File: src/rtl/led_seq_pkg.sv
// Shared types and pattern rules for the LED pattern sequencer.
// Mode/state enums, PWM width, and the init/step pattern functions.
package led_seq_pkg;

    localparam int unsigned PWM_W     = 4;
    localparam int unsigned PAT_MAX_W = 32;

    typedef enum logic [1:0] {
        MODE_OFF   = 2'd0,
        MODE_BLINK = 2'd1,
        MODE_CHASE = 2'd2,
        MODE_COUNT = 2'd3
    } led_mode_e;

    typedef enum logic [1:0] {
        ST_IDLE = 2'd0,
        ST_RUN  = 2'd1,
        ST_PEND = 2'd2
    } seq_state_e;

    // All-ones mask for a pattern of width w (w <= PAT_MAX_W)
    function automatic logic [PAT_MAX_W-1:0] pattern_mask(
        input int unsigned w
    );
        logic [PAT_MAX_W-1:0] m;
        if (w >= PAT_MAX_W) m = '1;
        else m = (32'd1 << w) - 32'd1;
        return m;
    endfunction

    function automatic logic [PAT_MAX_W-1:0] pattern_init(
        input led_mode_e   m,
        input int unsigned w
    );
        logic [PAT_MAX_W-1:0] p;
        case (m)
            MODE_BLINK: p = pattern_mask(w);
            MODE_CHASE: p = 32'd1;
            default:    p = '0;
        endcase
        return p;
    endfunction

    function automatic logic [PAT_MAX_W-1:0] pattern_step(
        input led_mode_e            m,
        input logic [PAT_MAX_W-1:0] p,
        input int unsigned          w
    );
        logic [PAT_MAX_W-1:0] mk;
        logic [PAT_MAX_W-1:0] n;
        mk = pattern_mask(w);
        case (m)
            MODE_BLINK: n = ~p & mk;
            // rotate left within w bits: MSB re-enters at bit 0
            MODE_CHASE: n = ((p << 1) | (p >> (w - 1))) & mk;
            MODE_COUNT: n = (p + 32'd1) & mk;
            default:    n = '0;
        endcase
        return n;
    endfunction

endpackage

File: src/rtl/led_step_prescaler.sv
// Step-rate prescaler: counts 0..DIV-1 and pulses tick_o on the last count.
// Ports: clk, rst (sync high), clear_i (hold at 0, no tick), tick_o.
module led_step_prescaler #(
    parameter int unsigned DIV = 12_500_000
) (
    input  logic clk,
    input  logic rst,
    input  logic clear_i,
    output logic tick_o
);

    localparam int unsigned CW = $clog2(DIV);
    localparam logic [CW-1:0] LAST = CW'(DIV - 1);

    logic [CW-1:0] cnt_q;
    logic [CW-1:0] cnt_d;

    assign tick_o = !clear_i && (cnt_q == LAST);

    always_comb begin
        cnt_d = cnt_q + CW'(1);
        if (clear_i || tick_o) cnt_d = '0;
    end

    always_ff @(posedge clk) begin
        if (rst) cnt_q <= '0;
        else     cnt_q <= cnt_d;
    end

endmodule

File: src/rtl/led_pattern_sequencer.sv
// LED bank sequencer: OFF/BLINK/CHASE/COUNT patterns stepped by a prescaler;
// mode requests via valid/ready, applied only on step boundaries.
// Ports: clk, rst, run, mode_valid, mode[1:0], mode_ready, led, busy,
// step_tick; with LED_PWM_EN defined also bright[3:0] (per-bit PWM gate).
module led_pattern_sequencer
    import led_seq_pkg::*;
#(
    parameter int unsigned STEP_DIV = 12_500_000,
    parameter int unsigned NUM_LEDS = 5
) (
    input  logic                clk,
    input  logic                rst,
`ifdef LED_PWM_EN
    input  logic [PWM_W-1:0]    bright,
`endif
    input  logic                run,
    input  logic                mode_valid,
    input  logic [1:0]          mode,
    output logic                mode_ready,
    output logic [NUM_LEDS-1:0] led,
    output logic                busy,
    output logic                step_tick
);

    seq_state_e state_q, state_d;
    led_mode_e  cur_q, cur_d;
    led_mode_e  pend_q, pend_d;

    logic [NUM_LEDS-1:0] pat_q, pat_d;
    logic [NUM_LEDS-1:0] led_q, led_d;
    logic [NUM_LEDS-1:0] gate;

    logic tick;
    logic accept;
    led_mode_e req;

    led_step_prescaler #(
        .DIV (STEP_DIV)
    ) u_presc (
        .clk     (clk),
        .rst     (rst),
        .clear_i (state_q == ST_IDLE),
        .tick_o  (tick)
    );

    assign mode_ready = (state_q != ST_PEND);
    assign busy       = (state_q != ST_IDLE);
    assign step_tick  = tick;
    assign accept     = mode_valid && mode_ready;
    assign req        = led_mode_e'(mode);
    assign led        = led_q;

`ifdef LED_PWM_EN
    logic [PWM_W-1:0] pwm_q;

    always_ff @(posedge clk) begin
        if (rst) pwm_q <= '0;
        else     pwm_q <= pwm_q + PWM_W'(1);
    end

    assign gate = {NUM_LEDS{pwm_q < bright}};
`else
    assign gate = '1;
`endif

    always_comb begin
        state_d = state_q;
        cur_d   = cur_q;
        pend_d  = pend_q;
        pat_d   = pat_q;
        unique case (state_q)
            ST_IDLE: begin
                if (accept) cur_d = req;
                if (run) begin
                    state_d = ST_RUN;
                    pat_d   = NUM_LEDS'(pattern_init(cur_d, NUM_LEDS));
                end
            end
            ST_RUN: begin
                if (!run) begin
                    state_d = ST_IDLE;
                end else begin
                    if (tick) begin
                        pat_d = NUM_LEDS'(pattern_step(
                            cur_q, 32'(pat_q), NUM_LEDS));
                    end
                    // a request on a tick cycle waits for the next tick
                    if (accept) begin
                        pend_d  = req;
                        state_d = ST_PEND;
                    end
                end
            end
            ST_PEND: begin
                if (!run) begin
                    state_d = ST_IDLE;
                end else if (tick) begin
                    cur_d   = pend_q;
                    pat_d   = NUM_LEDS'(pattern_init(pend_q, NUM_LEDS));
                    state_d = ST_RUN;
                end
            end
            default: state_d = ST_IDLE;
        endcase
    end

    always_comb begin
        led_d = '0;
        if (state_d != ST_IDLE) led_d = pat_d & gate;
    end

    always_ff @(posedge clk) begin
        if (rst) begin
            state_q <= ST_IDLE;
            cur_q   <= MODE_OFF;
            pend_q  <= MODE_OFF;
            pat_q   <= '0;
            led_q   <= '0;
        end else begin
            state_q <= state_d;
            cur_q   <= cur_d;
            pend_q  <= pend_d;
            pat_q   <= pat_d;
            led_q   <= led_d;
        end
    end

endmodule

File: config.mk
export PLATFORM = sky130hd
export DESIGN_NAME = led_pattern_sequencer
export DESIGN_NICKNAME = d
export VERILOG_FILES = /design/src/rtl/led_seq_pkg.sv /design/src/rtl/led_step_prescaler.sv /design/src/rtl/led_pattern_sequencer.sv
export SDC_FILE = /design/constraint.sdc
export NUM_CORES = 1
export LEC_CHECK = 0
export ABC_CLOCK_PERIOD_IN_PS = 2250
export BUFFER_PORTS_ARGS = -buffer_cell sky130_fd_sc_hd__buf_2
export CAP_MARGIN = 5
export CORE_AREA = 4 4 78 80
export DETAILED_ROUTE_END_ITERATION = 6
export DIE_AREA = 0 0 82 84
export MAX_ROUTING_LAYER = met4
export PLACE_DENSITY = 0.62
export SYNTH_ARGS = -nofsm -noshare
export SYNTH_HDL_FRONTEND = slang
export SYNTH_SLANG_ARGS = --single-unit
File: constraint.sdc
create_clock -name clk -period 2.25 [get_ports clk]
set_input_delay 0.225 -clock clk [delete_from_list [all_inputs] [get_ports clk]]
set_output_delay 0.225 -clock clk [all_outputs]
set_load 0.02 [all_outputs]
==> results by group, run 1 <==
Hold path
  – Hold_sp: mode[0]
  – Hold Path Depth: 3
  – Hold Path End: pend_q[0]$_SDFFE_PP0P_
  – Worst Hold Class: in -> reg

STA
  – Period utilization: 0.9303
  – RSZ-0062 raised after global routing: false
  – Max_slew headroom: 0.7097
  – Top achievable clock speed: 477.8 MHz
  – # setup viols final: 0
  – Max Transition Viols Final: 0
  – Actual transition at the worst max-transition pin: 0.4354 ns
  – Final Hold Fails: 0
  – Setup_tns: 0 ns
  – Final hold slack: 0.2018 ns
  – Post-Route Skew: 0.01229 ns
  – Min cycle time layout: 2.093 ns

Floorplan
  – Core Rows: 27
  – Starting Density: 0.3891
  – Io pins: 14
  – Core ar.: 5405 um^2
  – Die width: 82 um
  – DIE AREA: 6888 um^2
  – Die H: 84 um

Global route
  – Remaining global-route overflow: 0
  – GRT Resource Usage Total: 0.1527
  – Initial antenna violation count: 0
  – Number of global-route vias before repair: 1814
  – Largest net degree at the start of global routing: 18
  – First-pass GRT wire length: 8204 um

Pwr
  – Seq pwr share: 0.539
  – VDD IR-drop max: 0.4520 mV
  – P_int: 0.001026 W
  – LEAKAGE: 0.9195 nW
  – Clk network pwr share: 0.361
  – Tot Pwr: 0.001363 W
  – Switching share of power: 0.2473
  – Psw: 0.0003371 W
  – Logic pwr share: 0.100
  – Cell Pwr Density: 568.7 nW/um^2

Synth
  – Syn. warnings: 0
  – Synth Instances: 254
  – Primary FF master, synth: dfxtp_1
  – Async SR Flop Fraction: 0
  – Mapped Area: 2103 um^2
  – #FFs+latches synth: 40
  – Mapped Nets: 264
  – Sequential area share after synthesis: 0.3807
  – Post-synth cell types: 44
  – Post-synth EDFFs: 0
  – Mapped Avg Cell Area: 8.281 um^2

Layout
  – N_diodes: 0
  – Post-route design area: 2397 um^2
  – Final net count: 283
  – Post-layout util: 0.4435
  – Commonest non-fill, non-tap cell in the layout: dfxtp_1
  – Most frequent cells in the layout: dfxtp_1 (38), nor2_1 (37), nand2_1 (18)
  – Layout area overhead: 13.98%
  – Layout cells sized above 1: 0.1752

Worst setup path
  – CP Class: reg -> reg
  – Worst Reg-to-Reg Cells: 10
  – Worst reg-to-reg setup slack: 0.16 ns
  – Crit start category: flip-flop
  – CP Max Fanout: 4
  – Critical R2R Capture: pat_q[4]$_SDFF_PP0_
  – Worst EP arrival: 2.25 ns
  – Worst Path Required: 2.41 ns
  – Origin of the critical flop-to-flop path: state_q[0]$_SDFF_PP0_
  – Type of element capturing the critical path: flip-flop

Clock tree
  – Clk slew on worst S/H paths: 0.08 ns
  – CTS Buf Count: 5
  – Postcts setup bufs: 0
  – Worst-Skew Late Latency: 0.29 ns
  – # clock sinks: 40
  – CTS tree: done
  – Number of H-tree levels: 2
  – Clock Tree Root: clkbuf_8
  – Longest Clk Path Bufs: 2

Drt
  – Final WL: 4667 um
  – Final ANT Viol Nets: 0
  – Drt first pass iters: 4
  – Post-Route M1 WL: 2231 um
  – DRC: 0
  – Wire length on met2: 2195 um
  – DR top layer: met4
  – DR WL/cell: 13.49 um
  – Vias: 1786
  – Iter 0 DRT Violations: 72
  – Metal3 WL: 123 um
  – Post-DR vias/cell: 5.162

Job
  – Max Cap Viol: 0

Outcome
  – Run status: completed

Placed design
  – HPWL Detailed: 3320 um
  – IO buf count: 13
  – Last weighted congestion value of the routability-driven placer: 0.8315
  – Area after DPL: 2280 um^2
==> registers in the layout (all words and copies together), names as in the netlist <==
name,flops
pend_q,2
pat_q,5
led,5
state_q,2
cur_q,2
u_presc.cnt_q,24
==> Yosys cell counts (all sizes together), types with 5 or more instances <==
library cell,n,share of area
a21oi,9,0.021
and3,5,0.017
buf,6,0.017
clkbuf,5,0.0089
dfxtp,40,0.38
inv,9,0.016
mux2i,5,0.024
nand2,20,0.036
nand3,14,0.036
nand4,7,0.021
nor2,37,0.066
nor3,14,0.033
nor4,7,0.028
o21ai,5,0.012
xnor2,16,0.067
xor2,7,0.029
==> kinds of logic (layout without fill, tap and decap cells) <==
logic type,count (synthesis),after routing,synth area share
simple gates,129,129,0.3308
flops,40,40,0.3807
compound gates,32,32,0.09816
xor+xnor,23,23,0.09577
buf+inv,20,40,0.04164
mux,6,6,0.02915
fa+ha+maj,4,4,0.02380
==> worst max-delay path, stage by stage, from the launching register on <==
cell	delay, ns
dfxtp_1	0.31
and2b_1	0.21
inv_2	0.06
nand2_2	0.08
mux2_2	0.33
ha_1	0.22
nor2b_1	0.13
o22ai_1	0.14
nand2_2	0.13
a211oi_1	0.26
nor3_1	0.09
==> routing by layer <==
| layer | track usage | vias up |
|---|---|---|
| li1 | - | 933 |
| met1 | 0.1887 | 818 |
| met2 | 0.2395 | 26 |
| met3 | 0.03132 | 9 |
| met4 | 0.06193 | 0 |
| met5 | - | - |
==> final cells by class <==
| class | instances | area [um^2] |
|---|---|---|
| fill | 553 | 3008 |
| clock buffer | 8 | 90.09 |
| timing repair buffer | 23 | 140.1 |
| multi-input combinational | 194 | 1240 |
| tap | 72 | 90.09 |
| inverter | 9 | 33.78 |
| sequential | 40 | 803.3 |
==> worst max path at each step <==
stage,start,endpoint,cells past startpoint
2_1_floorplan,state_q[1]$_SDFF_PP0_,led[3]$_SDFF_PP0_,11
5_1_grt,state_q[0]$_SDFF_PP0_,led[1]$_SDFF_PP0_,10
6_report,state_q[0]$_SDFF_PP0_,pat_q[4]$_SDFF_PP0_,10
3_3_place_gp,state_q[0]$_SDFF_PP0_,led[3]$_SDFF_PP0_,10
4_1_cts,u_presc.cnt_q[0]$_SDFF_PP0_,step_tick,6
3_5_place_dp,state_q[0]$_SDFF_PP0_,led[2]$_SDFF_PP0_,10
==> metrics by stage <==
stage | std cells | setup slack, ns
3_5_place_dp | 338 | 0.1297
2_1_floorplan | 254 | 0.01327
4_1_cts | 346 | 0.03624
6_report | 346 | 0.1569
5_1_grt | 346 | 0.0006435
3_3_place_gp | 338 | 0.1650
==> power by group through the flow <==
stage / Sequential, W / Combinational [W] / Clock, W
finish: 0.000734 / 0.000136 / 0.000493
global placement: 0.000750 / 0.000130 / 0
CTS: 0.000733 / 0.000132 / 0.000504
global route: 0.000737 / 0.000153 / 0.000534
detailed placement: 0.000750 / 0.000131 / 0
floorplan: 0.000750 / 0.0000912 / 0
==> timing repair <==
item                       in CTS  in global routing
setup endpoints to repair       1                 11
resized for setup               1                  9
pin swaps                       0                  2
hold buffers                    0                  0
(Power assumes the default switching activity.)
==> inputs of run 2 (changes only) <==
--- a/config.mk
+++ b/config.mk
@@ -5,14 +5,14 @@
 export SDC_FILE = /design/constraint.sdc
 export NUM_CORES = 1
 export LEC_CHECK = 0
-export ABC_CLOCK_PERIOD_IN_PS = 2250
+export ABC_CLOCK_PERIOD_IN_PS = 2000
 export BUFFER_PORTS_ARGS = -buffer_cell sky130_fd_sc_hd__buf_2
 export CAP_MARGIN = 5
-export CORE_AREA = 4 4 78 80
+export CORE_AREA = 4 4 87 72
 export DETAILED_ROUTE_END_ITERATION = 6
-export DIE_AREA = 0 0 82 84
+export DIE_AREA = 0 0 91 76
 export MAX_ROUTING_LAYER = met4
-export PLACE_DENSITY = 0.62
+export PLACE_DENSITY = 0.6
 export SYNTH_ARGS = -nofsm -noshare
 export SYNTH_HDL_FRONTEND = slang
 export SYNTH_SLANG_ARGS = --single-unit
==> constraint.sdc (replaced) <==
create_clock -name clk -period 2 [get_ports clk]
set_input_delay 0.2 -clock clk [delete_from_list [all_inputs] [get_ports clk]]
set_output_delay 0.2 -clock clk [all_outputs]
set_load 0.02 [all_outputs]
==> run 2 against run 1 <==
Against the previous run:
- the run now ends with setup timing left
- die area increased by 0.41%
- worst setup slack got worse by 0.20 ns
- first-iteration DRC count increased by 44%
- sequential share of layout area decreased by 2.7 points
- largest power group unchanged
==> results by group, run 2 (same netlist as run 1, synthesis figures left out) <==
Worst setup path
  – Worst reg-to-reg setup slack: -0.04 ns (-0.20 ns)
  – Critical R2R Capture: pat_q[2]$_SDFF_PP0_
  – Worst Reg-to-Reg Cells: 11 (+1)
  – Origin of the critical flop-to-flop path: state_q[0]$_SDFF_PP0_
  – CP Class: reg -> reg
  – Crit start category: flip-flop
  – Type of element capturing the critical path: flip-flop
  – CP Max Fanout: 4 (unchanged)
  – Worst Path Required: 2.16 ns (-0.25 ns)
  – Worst EP arrival: 2.20 ns (-0.05 ns)

Global route
  – Number of global-route vias before repair: 1755 (-3.3%)
  – GRT Resource Usage Total: 0.1463 (-0.006451)
  – First-pass GRT wire length: 8204 um (unchanged)
  – Largest net degree at the start of global routing: 22 (+4)
  – Remaining global-route overflow: 0 (unchanged)
  – Initial antenna violation count: 0 (unchanged)

STA
  – RSZ-0062 raised after global routing: true
  – # setup viols final: 3 (+3)
  – Max Transition Viols Final: 0 (unchanged)
  – Max_slew headroom: 0.5952 (-0.1145)
  – Min cycle time layout: 2.039 ns (-0.05386 ns)
  – Period utilization: 1.020 (+0.08935)
  – Final Hold Fails: 0 (unchanged)
  – Actual transition at the worst max-transition pin: 0.6072 ns (+0.1717 ns)
  – Final WS setup: -0.03920 ns (-0.1961 ns)
  – Post-Route Skew: 0.004995 ns (-0.007293 ns)
  – Top achievable clock speed: 490.4 MHz (+2.6%)

Job
  – Max Cap Viol: 0 (unchanged)

Clock tree
  – Longest Clk Path Bufs: 2 (unchanged)
  – Clock Tree Root: clkbuf_8
  – Number of H-tree levels: 2 (unchanged)
  – Clk slew on worst S/H paths: 0.08 ns (about the same)
  – Worst-Skew Late Latency: 0.28 ns (about the same)
  – CTS tree: done
  – CTS Buf Count: 5 (unchanged)
  – # clock sinks: 40 (unchanged)

Placed design
  – Pre-CTS WS: -0.005323 ns (-0.1350 ns)
  – Area after DPL: 2386 um^2 (+4.7%)
  – Last weighted congestion value of the routability-driven placer: 0.8458 (+1.7%)
  – Inst Count DP: 341 (+0.89%)
  – IO buf count: 13 (unchanged)
  – HPWL Detailed: 3491 um (+5.2%)

Layout
  – Layout area overhead: 24.27%
  – Layout cells sized above 1: 0.2577 (+0.08255)
  – Final net count: 301 (+6.4%)
  – N_diodes: 0 (unchanged)
  – Fill count: 519 (-6.1%)
  – Most flop-heavy register: u_presc.cnt_q
  – Fin cells: 356 (+2.9%)
  – Post-layout util: 0.4836 (+0.04005)
  – Max reg flops: 24 (unchanged)
  – Post-route design area: 2614 um^2 (+9.0%)
  – Most frequent cells in the layout: nor2_1 (36), dfxtp_1 (36), buf_4 (26)

Hold path
  – Hold Path Depth: 3 (unchanged)
  – Hold Path End: pend_q[1]$_SDFFE_PP0P_
  – Worst Hold Class: in -> reg
  – Hold_sp: mode[1]

Drt
  – DRC: 0 (unchanged)
  – Final ANT Viol Nets: 0 (unchanged)
  – Vias: 1863 (+4.3%)
  – DR WL/cell: 13.69 um (+1.5%)
  – Post-DR vias/cell: 5.233 (+1.4%)
  – Iter 0 DRT Violations: 104 (+44%)
  – Final WL: 4872 um (+4.4%)
  – Drt first pass iters: 5 (+1)

Pwr
  – VDD IR-drop max: 0.3450 mV (-24%)
  – LEAKAGE: 1.032 nW (+12%)
  – Cell Pwr Density: 577.9 nW/um^2 (+1.6%)

Floorplan
  – Die width: 91 um (+11%)
  – Starting Density: 0.3891 (unchanged)
  – Core Rows: 24 (-11%)
  – Io pins: 14 (unchanged)
  – Die H: 76 um (-9.5%)
  – DIE AREA: 6916 um^2 (+0.41%)
  – Core ar.: 5405 um^2 (unchanged)

Outcome
  – Failing checks: setup timing
  – Run status: finished, violations left
[run 2: cell types whose count changed in the layout (fill, tap and decap cells not counted), sizes merged]
cell,previous run,this run
buf,23,41
clkbuf,8,6
clkinv,0,1
[run 2: cell type report]
class	count	area [um^2]	share of cell area
Clock inverter	1	5.005	0.001915
Multi-Input combinational cell	194	1315	0.5031
Inverter	9	36.28	0.01388
Timing Repair Buffer	41	297.8	0.1139
Sequential cell	40	805.8	0.3083
Clock buffer	6	72.57	0.02776
Tap cell	65	81.33	0.03112
[run 2: critical path, stage by stage, from the launching register on]
cell      delay, ns
dfxtp_2        0.32
and2b_2        0.23
inv_4          0.06
nand2_4        0.05
mux2_4         0.31
ha_4           0.16
nor2b_4        0.12
o22ai_2        0.09
nand2_2        0.11
buf_6          0.14
a211oi_4       0.23
nor3_1         0.07
[run 2: how the worst max path moves through the flow]
| stage | startpoint | end | slack [ns] | cells after the start |
|---|---|---|---|---|
| 6_report | state_q[0]$_SDFF_PP0_ | pat_q[2]$_SDFF_PP0_ | -0.04 | 11 |
| 2_1_floorplan | state_q[1]$_SDFF_PP0_ | led[3]$_SDFF_PP0_ | -0.10 | 11 |
| 5_1_grt | state_q[0]$_SDFF_PP0_ | pat_q[2]$_SDFF_PP0_ | -0.16 | 11 |
| 4_1_cts | state_q[0]$_SDFF_PP0_ | led[1]$_SDFF_PP0_ | -0.005 | 10 |
| 3_5_place_dp | state_q[0]$_SDFF_PP0_ | led[3]$_SDFF_PP0_ | -0.005 | 10 |
| 3_3_place_gp | state_q[0]$_SDFF_PP0_ | led[3]$_SDFF_PP0_ | 0.02 | 10 |
[run 2: report_power, final]
part	switching, W	internal [W]	total, W
clock network	0.000263	0.000237	0.000500
registers	0.0000157	0.000811	0.000827
logic	0.000101	0.0000818	0.000183
total	0.000380	0.00113	0.00151
[run 2: routing by layer]
layer,track usage,vias to the layer above,part of all wire
li1,-,959,-
met1,0.2134,854,0.52
met2,0.1999,41,0.42
met3,0.03159,9,0.043
met4,0.04518,0,0.015
met5,-,-,0
[run 2: timing repair]
| item | in CTS | in global routing |
|---|---|---|
| hold buffers | 0 | 0 |
| setup endpoints to repair | 8 | 9 |
| setup buffers | 1 | 7 |
| resized for setup | 4 | 17 |
| pin swaps | 1 | 12 |
| endpoints found under the hold margin | 0 | 0 |
[run 2: metrics by stage]
stage	TNS [ns]	hold WS (ns)	total power, W
CTS	-0.01149	0.1788	0.001514
floorplan	-0.5584	0.3439	0.0009537
global route	-0.8569	0.2100	0.001583
detailed placement	-0.008715	0.4852	0.001004
global placement	0	0.4755	0.001003
finish	-0.07228	0.1890	0.001510
